File: config.mk
export PLATFORM = sky130hd
export DESIGN_NAME = cy_control_bank
export DESIGN_NICKNAME = d
export VERILOG_FILES = /design/src/rtl/cy_control_bank_pkg.sv /design/src/rtl/cy_control_bit_cell.sv /design/src/rtl/cy_control_bank.sv
export SDC_FILE = /design/constraint.sdc
export NUM_CORES = 1
export LEC_CHECK = 0
export CAP_MARGIN = 20
export CORE_MARGIN = 3
export CORE_UTILIZATION = 46
export CTS_CLUSTER_SIZE = 8
export DETAILED_ROUTE_END_ITERATION = 8
export GPL_ROUTABILITY_DRIVEN = 0
export PLACE_DENSITY = 0.73
export SLEW_MARGIN = 20
export SYNTH_ARGS = -nofsm -noshare
export SYNTH_HDL_FRONTEND = slang
export SYNTH_SLANG_ARGS = --single-unit
File: constraint.sdc
create_clock -name clock -period 2.55 [get_ports clock]
set_input_delay 0.51 -clock clock [delete_from_list [all_inputs] [get_ports clock]]
set_output_delay 0.51 -clock clock [all_outputs]
set_load 0.02 [all_outputs]
File: src/rtl/cy_control_bank_pkg.sv
// Shared constants for the control-register bank: bit modes, bus
// addresses and the pulse counter width.
package cy_control_bank_pkg;

  localparam logic [1:0] MODE_DIRECT = 2'd0;
  localparam logic [1:0] MODE_SYNC   = 2'd1;
  localparam logic [1:0] MODE_TOGGLE = 2'd2;
  localparam logic [1:0] MODE_PULSE  = 2'd3;

  localparam logic [1:0] ADDR_DATA   = 2'd0;
  localparam logic [1:0] ADDR_SET    = 2'd1;
  localparam logic [1:0] ADDR_CLR    = 2'd2;
  localparam logic [1:0] ADDR_COMMIT = 2'd3;

  localparam int PulseCntWidth = 8;

  // One bit per control bit, set where that bit is in pulse mode.
  function automatic logic [31:0] pulse_mask(input logic [63:0] bit_mode);
    logic [31:0] m;
    m = '0;
    for (int i = 0; i < 32; i++) begin
      m[i] = (bit_mode[2*i +: 2] == MODE_PULSE);
    end
    return m;
  endfunction

endpackage

File: src/rtl/cy_control_bit_cell.sv
// One control output bit: sync flop, toggle flop, pulse counter and the
// mode mux that picks which of them drives the output.
module cy_control_bit_cell
  import cy_control_bank_pkg::*;
#(
  parameter logic [1:0] Mode       = MODE_DIRECT,
  parameter logic       InitValue  = 1'b0,
  parameter int         PulseWidth = 1
) (
  input  logic clock,
  input  logic reset,
  input  logic commit_evt,
  input  logic sh_bit,
  input  logic ac_bit,
  output logic control,
  output logic busy
);

  localparam logic [PulseCntWidth-1:0] PulseLoad = PulseCntWidth'(PulseWidth);
  localparam logic [PulseCntWidth-1:0] CntOne    = PulseCntWidth'(1);

  logic                     sync_q;
  logic                     toggle_q;
  logic [PulseCntWidth-1:0] cnt_q;
  logic                     fire;

  // A commit only acts on toggle/pulse bits whose shadow bit is set.
  assign fire = commit_evt & sh_bit;
  assign busy = (cnt_q != '0);

  // Sync mode: active bit re-registered once.
  always_ff @(posedge clock) begin
    if (reset) sync_q <= InitValue;
    else       sync_q <= ac_bit;
  end

  // Toggle mode: invert on every firing commit.
  always_ff @(posedge clock) begin
    if (reset)                            toggle_q <= InitValue;
    else if (fire && Mode == MODE_TOGGLE) toggle_q <= ~toggle_q;
  end

  // Pulse mode: load on fire (also retriggers mid-pulse), count down to zero.
  always_ff @(posedge clock) begin
    if (reset)                           cnt_q <= '0;
    else if (fire && Mode == MODE_PULSE) cnt_q <= PulseLoad;
    else if (cnt_q != '0)                cnt_q <= cnt_q - CntOne;
  end

  // Output mux, fixed per bit at elaboration.
  always_comb begin
    control = ac_bit;
    case (Mode)
      MODE_SYNC:   control = sync_q;
      MODE_TOGGLE: control = toggle_q;
      MODE_PULSE:  control = busy;
      default:     control = ac_bit;
    endcase
  end

endmodule

File: src/rtl/cy_control_bank.sv
// Control-register bank: shadow/active registers, commit merge, read mux
// and one bit cell per live output.
module cy_control_bank
  import cy_control_bank_pkg::*;
#(
  parameter int          NumOutputs = 8,
  parameter logic [63:0] BitMode    = 64'h0,
  parameter logic [31:0] BitValue   = 32'h0,
  parameter int          PulseWidth = 1
) (
  input  logic                  clock,
  input  logic                  reset,
  input  logic                  wr_en,
  input  logic [1:0]            addr,
  input  logic [NumOutputs-1:0] wr_data,
  input  logic                  rd_en,
  output logic [NumOutputs-1:0] rd_data,
  input  logic                  commit,
  output logic [NumOutputs-1:0] control,
  output logic                  pulse_busy
);

  localparam logic [31:0]           PulseMaskAll = pulse_mask(BitMode);
  localparam logic [NumOutputs-1:0] PulseMask    = PulseMaskAll[NumOutputs-1:0];
  localparam logic [NumOutputs-1:0] ResetShadow  = BitValue[NumOutputs-1:0] & ~PulseMask;

  logic [NumOutputs-1:0] sh_q;
  logic [NumOutputs-1:0] sh_d;
  logic [NumOutputs-1:0] ac_q;
  logic [NumOutputs-1:0] busy_vec;
  logic                  commit_evt;

  // Bus and fabric commits in the same cycle merge into one.
  assign commit_evt = commit | (wr_en && addr == ADDR_COMMIT);
  assign pulse_busy = |busy_vec;

  // Shadow next value: pulse bits self-clear on commit, then any write lands on top.
  always_comb begin
    sh_d = sh_q;
    if (commit_evt) sh_d = sh_q & ~PulseMask;
    if (wr_en) begin
      case (addr)
        ADDR_DATA: sh_d = wr_data;
        ADDR_SET:  sh_d = sh_d | wr_data;
        ADDR_CLR:  sh_d = sh_d & ~wr_data;
        default:   ;
      endcase
    end
  end

  // Shadow and active registers; commit copies the pre-write shadow.
  always_ff @(posedge clock) begin
    if (reset) begin
      sh_q <= ResetShadow;
      ac_q <= ResetShadow;
    end else begin
      sh_q <= sh_d;
      if (commit_evt) ac_q <= sh_q;
    end
  end

  // Registered read: 0 shadow, 1 active, 2 outputs, 3 pulse busy mask.
  always_ff @(posedge clock) begin
    if (reset) begin
      rd_data <= '0;
    end else if (rd_en) begin
      case (addr)
        2'd0:    rd_data <= sh_q;
        2'd1:    rd_data <= ac_q;
        2'd2:    rd_data <= control;
        default: rd_data <= busy_vec;
      endcase
    end
  end

  for (genvar i = 0; i < NumOutputs; i++) begin : g_bit
    cy_control_bit_cell #(
      .Mode       (BitMode[2*i +: 2]),
      .InitValue  (BitValue[i]),
      .PulseWidth (PulseWidth)
    ) u_cell (
      .clock      (clock),
      .reset      (reset),
      .commit_evt (commit_evt),
      .sh_bit     (sh_q[i]),
      .ac_bit     (ac_q[i]),
      .control    (control[i]),
      .busy       (busy_vec[i])
    );
  end

endmodule
# --- Word level (Yosys, flattened, before mapping) ---
# Index checks and enable logic that the tools add are counted.
totals:
  out_inout_bits: 17
  ram_bits: 0
  n_memories: 0
  word_cells: 42
  register_bits: 88
  in_bits: 15
  latchBits: 0
  mem_bits_ro: 0
classes:
  shift: 0
  n_reduce_logical: 14
  div_mod_pow: 0
  n_addsub: 8
  bitwise_logic: 4
  n_mux: 2
  eq_ne: 3
  n_lt_le_gt_ge: 0
  mul: 0
ops:
  columns: ["cell", "n"]
  rows:
  - ["8-bit nonzero test", 8]
  - ["8-bit by 1-bit subtractor with 8-bit output (second input constant)", 8]
  - ["8-bit case mux with 3 select lines", 1]
  - ["8-bit case mux with 2 select lines", 1]
  - ["8-bit AND", 1]
  - ["8-bit NOT", 1]
  - ["8-bit bitwise OR", 1]
  - ["8-bit OR reduction", 1]
  - ["2-bit == test (second input constant)", 2]
  - ["3-bit nonzero test", 1]
  - ["2-bit by 1-bit == test with 1-bit output (second input constant)", 1]
  - ["2-bit zero test", 1]
  - ["2-bit AND reduction", 1]
  - ["2-bit OR reduction", 1]
  - ["1-bit logical AND", 1]
  - ["1-bit bitwise OR", 1]

# --- Logic depth before layout (Yosys ltp) ---
# Gate-level depths: netlist of run 1.
depth:
  word_depth: 3
  ltp_mapped: 7
  mapped_depth_nobuf: 6

# --- Cells and area by module ---
# A second synthesis of run 1 with hierarchy kept.
unflattened:
  cells_unflattened: 525
  area_unflattened_um2: 4745.8
modules_own_cells:
  columns: ["module", "area_each_um2", "cells_each", "seq_area_each_um2", "n_inst"]
  rows:
  - ["cy_control_bit_cell", 434.2, 47, 160.2, 8]
  - ["cy_control_bank", 1272.5, 149, 480.5, 1]

# --- Worst setup path after synthesis of run 1 ---
# No wires, ideal clock.
synth_timing:
  path_type: "reg-to-output"
  from: "register g_bit[6].u_cell.cnt_q[2]"
  to: "output port pulse_busy"
  t_required_ns: 2.040
  slack_ns: 0.598
  n_path_buf: 0
  stages_incl_launch_ff: 5
  arrival_time_ns: 1.442
  cell_sequence: "dfxtp_1 > nor4_1 > nand3_1 > nor4_1 > nand2_1"
synth_between:
  elab_chain_len: 2
synth_lines:
  columns: ["item", "line_no", "source"]
  rows:
  - ["start, declared", "cy_control_bit_cell.sv:24", "logic [PulseCntWidth-1:0] cnt_q;"]
  - ["start signal, assigned", "cy_control_bit_cell.sv:46", "else if (fire && Mode == MODE_PULSE) cnt_q <= PulseLoad;"]
  - ["start signal, assigned", "cy_control_bit_cell.sv:47", "else if (cnt_q != '0) cnt_q <= cnt_q - CntOne;"]
  - ["8-bit nonzero test", "cy_control_bit_cell.sv:29", "assign busy = (cnt_q != '0);"]
  - ["8-bit OR reduction", "cy_control_bank.sv:35", "assign pulse_busy = |busy_vec;"]
  - ["end, declared", "cy_control_bank.sv:20", "output logic pulse_busy"]
# Every way passes these cells.

# --- Final worst setup path of run 1 ---
layout_timing:
  from: "register g_bit[3].u_cell.cnt_q[3]"
  to: "output port pulse_busy"
layout_between:
  elab_chain_len: 2
layout_lines:
  columns: ["item", "line_no"]
  rows:
  - ["start, declared", "cy_control_bit_cell.sv:24"]
  - ["start signal, assigned", "cy_control_bit_cell.sv:46"]
  - ["start signal, assigned", "cy_control_bit_cell.sv:47"]
  - ["8-bit nonzero test", "cy_control_bit_cell.sv:29"]
  - ["8-bit OR reduction", "cy_control_bank.sv:35"]
# Every way passes these cells.

==> flow_summary.ini, run 1 <==
[grt]
grt_pass1_vias = 3157
met3_usage_pct = 5.610
busiest_layer = met2
grt_overflow = 0
grt_max_degree = 38
grt_pass1_wl_um = 14400
grt_use_met1_pct = 22.52
grt_usage_pct = 17.85
met2_usage_pct = 29.96
antenna_found_initial = 0

[power]
p_sw_mw = 2.479
leakage_nw = 1.863
power.density_nw_per_um2 = 1330
p_int_mw = 3.862
sw_frac_of_total_pct = 39.10
p_comb_share_pct = 45.6
vdd_drop_max_mv = 0.4534
sequentialPowerShare_pct = 37.9
clkPwrFrac_pct = 16.5

[final_layout]
final_common_cell = dfxtp_1
synthToLayoutAreaGrowth_pct = 18.46
nFillCells = 731
layout_common_cells = dfxtp_1, nor2_1, nand2_1
fin_nets = 539
diodes = 0
drive_gt1_share_pct = 9.412

[route]
vias = 3270
drc = 0
avgRoutedWirePerCell_um = 13.46
wl_um = 8278
drt-pass1-iter-count = 4
drt-initial-drc-count = 172
viasPerCell = 5.317
drtAntennaViolNets = 0

[clock_tree]
insertion_delay_ps = 350
clkTransAtPathRegs_ps = 80
cts_setup_buffers = 0
cts_root_buf = clkbuf_8
cts_max_level = 3
cts_tree = done
cts_sinks = 88
clockBufferDepth = 2
cts_buffers = 9

[timing]
timing.fmax_mhz = 412.7
timing.hold.ws_ps = 480.0
setup_viol_count_final = 0
fin_skew_ps = 6.579
drv_slew = 0
grt_setup_unrepaired = false
worstMarginPinSlew_ps = 585.9
min_period_ps = 2423
slew_headroom_pct = 60.94
tns_ps = 0
fin_crit_sh_pct = 95.02
hold_viol = 0

[critical_path]
cp-start-kind = flop
slowest_delay_ps = 370
crit_fanout = 5
cp_num_buf_inv = 1
critPathTopFamily = simple AND/OR/NAND/NOR gates
path_cells = nor4_1, nand3_1, nor4_2, nand2_1, clkbuf_2
arrival_ps = 1910
crit_slowest_cell = nor4_1
worstSetupPathType = flop to output pin
required_ps = 2040
cp-end-kind = output pin

[synth]
synthDistinctLibCells = 30
syn_inst = 464
netlist_area_um2 = 4026
ys_ff_latch = 88
yosys_warnings = 0
yosysSeqAreaShare_pct = 43.75
syn_area_per_cell_um2 = 8.678
syn-num-nets = 498

[hold_path]
min_path_type = flop to flop

[floorplan]
die_height_um = 99.56
num_rows = 33
start_util_pct = 48.27
die_x_um = 99.56
io_pins = 32
die-area_um2 = 9911
core_um2 = 8341

[placed_design]
port_buffers = 31
hpwlAfterDp_um = 5822

[job]
cap_violations = 0

[outcome]
status = finished, final reports clean
==> layer usage <==
layer | routed length, um | vias up
li1 | - | 1651
met1 | 3908 | 1546
met2 | 3926 | 65
met3 | 358 | 8
met4 | 85 | 0
met5 | 0 | -
==> registers in the layout, summed over array words and instances (netlist names) <==
register	count
ac_q	8
g_bit.u_cell.cnt_q	64
sh_q	8
rd_data	8
==> kinds of logic after synthesis <==
kind of cell,after synthesis,share of synthesized area (%)
and+or+nand+nor,197,22.93
DFF,88,43.75
AOI/OAI and AO/OA,73,12.31
xor gates and xnor gates,48,10.44
buffers and inverters,39,4.661
adders and majority gates,19,5.904
==> synth_stat cells, drive strengths merged <==
cell type	n	area share (%)
a211oi	8	1.5
a21o	1	0.19
a21oi	25	3.1
a221oi	8	1.7
a311oi	8	1.7
buf	10	1.7
clkbuf	10	1.2
dfxtp	88	44
ha	19	5.9
inv	19	1.8
nand2	39	3.6
nand2b	27	4.3
nand3	8	1.1
nor2	88	8.3
nor2b	9	1.4
nor3	7	0.87
nor4	11	1.7
o21ai	8	0.99
o31ai	7	1.3
o32ai	8	1.7
or4	8	1.7
xnor2	25	5.4
xor2	23	5.0
==> power by group through the flow <==
stage	Sequential (mW)	Clock [mW]	Combinational [mW]
2_1_floorplan	2.28	0	2.06
3_3_place_gp	2.35	0	2.70
3_5_place_dp	2.38	0	2.79
4_1_cts	2.37	1.07	2.87
5_1_grt	2.48	1.13	3.29
6_report	2.40	1.05	2.89
==> worst paths after layout <==
kind / startpoint / endpoint / slack, ps / depth (start not counted)
worst max-delay path: g_bit[3].u_cell.cnt_q[3] / pulse_busy / 130 / 5
worst min-delay path: sh_q[0] / ac_q[0] / 480 / 2
worst max register to register: g_bit[5].u_cell.cnt_q[0] / g_bit[5].u_cell.cnt_q[7] / 910 / 4
worst min register to register: sh_q[0] / ac_q[0] / 480 / 2
==> repair_timing <==
action / 4_1_cts / 5_1_grt
pin swaps: 0 / 2
cloned: 0 / 0
endpoints found under the setup margin: 1 / 1
hold buffers: 0 / 0
gates resized for setup: 6 / 6
==> worst reg2reg max path, stage by stage, from the launching register on <==
cell and delay [ps]:
dfxtp_1 350, or4_4 560, or4_4 430, xor2_1 170
nor2_2 40
==> metrics by stage <==
| step | std cells | util [%] | worst slack, ps | area (um2) | power, mW |
|---|---|---|---|---|---|
| 2_1_floorplan | 464 | - | 598.1 | 4026 | 4.340 |
| 3_3_place_gp | 599 | 53.89 | 156.9 | 4494 | 5.043 |
| 3_5_place_dp | 599 | 53.89 | 68.09 | 4494 | 5.170 |
| 4_1_cts | 615 | 56.87 | 3.352 | 4743 | 6.315 |
| 5_1_grt | 615 | 57.19 | 4.827 | 4770 | 6.903 |
| 6_report | 615 | 57.19 | 127.0 | 4770 | 6.341 |
==> cell type report <==
type / instances / area [um2] / area share [%]
Tap cell: 105 / 131.4 / 2.754
Clock inverter: 7 / 95.09 / 1.994
Sequential cell: 88 / 1762 / 36.94
Clock buffer: 9 / 123.9 / 2.597
Timing Repair Buffer: 50 / 447.9 / 9.391
Inverter: 19 / 71.32 / 1.495
Multi-Input combinational cell: 337 / 2138 / 44.83
Note: power is estimated with default switching activity, not from simulation.
==> run 2: changes to the inputs <==
==> constraint.sdc (replaced) <==
create_clock -name clock -period 2.61 [get_ports clock]
set_input_delay 0.522 -clock clock [delete_from_list [all_inputs] [get_ports clock]]
set_output_delay 0.522 -clock clock [all_outputs]
set_load 0.02 [all_outputs]
==> flow_summary.ini, run 2 (synthesis results as in run 1) <==
[outcome]
status = finished, final reports clean

[clock_tree]
clkTransAtPathRegs_ps = 80
hold_buffers = 0
clockBufferDepth = 2
cts_max_level = 3
cts_tree = done
cts_sinks = 88
cts_buffers = 9
cts_setup_buffers = 0
insertion_delay_ps = 340
cts_root_buf = clkbuf_8

[final_layout]
largest_register = g_bit.u_cell.cnt_q
regArea_um2 = 1762
diodes = 0
nFillCells = 743
final_common_cell = dfxtp_1
multiInputGateArea_um2 = 2178
fin_nets = 535
largest_reg_flops = 64
layout_common_cells = dfxtp_1, nor2_1, nand2_1
drive_gt1_share_pct = 8.498
synthToLayoutAreaGrowth_pct = 18.18

[route]
drt-initial-drc-count = 141
avgRoutedWirePerCell_um = 12.53
drt-pass1-iter-count = 4
viasPerCell = 5.221
vias = 3190
drc = 0
wl_um = 7658
drtAntennaViolNets = 0

[power]
leakage_nw = 1.837
power.density_nw_per_um2 = 1265
power_mw = 6.020
vdd_drop_max_mv = 0.4444

[floorplan]
die-area_um2 = 9911
start_util_pct = 48.27
num_rows = 33
io_pins = 32
die_height_um = 99.56
die_x_um = 99.56
core_um2 = 8341

[timing]
fin_crit_sh_pct = 94.26
worstMarginPinSlew_ps = 599.9
timing.hold.ws_ps = 487.6
tns_ps = 0
setup_viol_count_final = 0
hold_viol = 0
timing.fmax_mhz = 406.5
fin_skew_ps = 6.374
min_period_ps = 2460
slew_headroom_pct = 60.00
drv_slew = 0

[critical_path]
cp-end-kind = output pin
crit_fanout = 5
crit_path_start = g_bit[2].u_cell.cnt_q[2]
arrival_ps = 1940
required_ps = 2090
rr_worst_depth = 4
worstSetupPathType = flop to output pin
cp-start-kind = flop
timing.rr.start = g_bit[5].u_cell.cnt_q[0]

[hold_path]
hp-start = sh_q[3]
holdPathStages = 2
min_path_type = flop to flop

[job]
cap_violations = 0

[grt]
grt_overflow = 0
grt_pass1_wl_um = 13030
grt_usage_pct = 16.04
antenna_found_initial = 0
grt_pass1_vias = 2901
grt_max_degree = 50

[placed_design]
port_buffers = 31
hpwlAfterDp_um = 5480
-- run 2: worst paths after layout --
path | endpoint | slack (ps)
min reg2reg | ac_q[3] | 490
max reg2reg | g_bit[5].u_cell.cnt_q[7] | 970
min | ac_q[3] | 490
max | pulse_busy | 150
-- run 2: per-layer routing --
layer / GRT usage, % / vias up / part of all wire, %
met3: 4.208 / 5 / 5.0
met4: 4.727 / 0 / 0.77
li1: - / 1658 / -
met2: 24.69 / 59 / 45
met5: 0 / - / 0
met1: 22.16 / 1468 / 50
-- run 2: power breakdown --
group	internal, mW	switching, mW
Sequential	1.84	0.527
Clock	0.443	0.443
Combinational	1.39	1.38
-- run 2: metrics by stage --
step	cells	utilization (%)	worst slack [ps]	area [um2]
floorplan	464	-	646.1	4026
global placement	595	53.68	189.1	4477
detailed placement	595	53.68	153.3	4477
CTS	611	56.36	82.62	4701
global route	611	57.05	-24.62	4758
finish	611	57.05	149.8	4758
-- run 2: final cells by class --
| cell class | count | area share (%) |
|---|---|---|
| Clock inverter | 3 | 0.8940 |
| Tap cell | 105 | 2.761 |
| Inverter | 19 | 1.499 |
| Sequential cell | 88 | 37.02 |
| Timing Repair Buffer | 46 | 9.124 |
| Clock buffer | 13 | 2.919 |
| Multi-Input combinational cell | 337 | 45.78 |
-- run 2: timing repair --
item | CTS | global route
setup endpoints to repair | 1 | 1
gates resized for setup | 8 | 8
cloned | 0 | 0
pin swaps | 0 | 1
-- run 2: critical path: stages (launching register included) --
cell	delay, ps
dfxtp_1	350
nor4_1	290
buf_4	160
nand3_1	140
nor4_2	210
nand2_1	100
dlygate4sd2_1	330
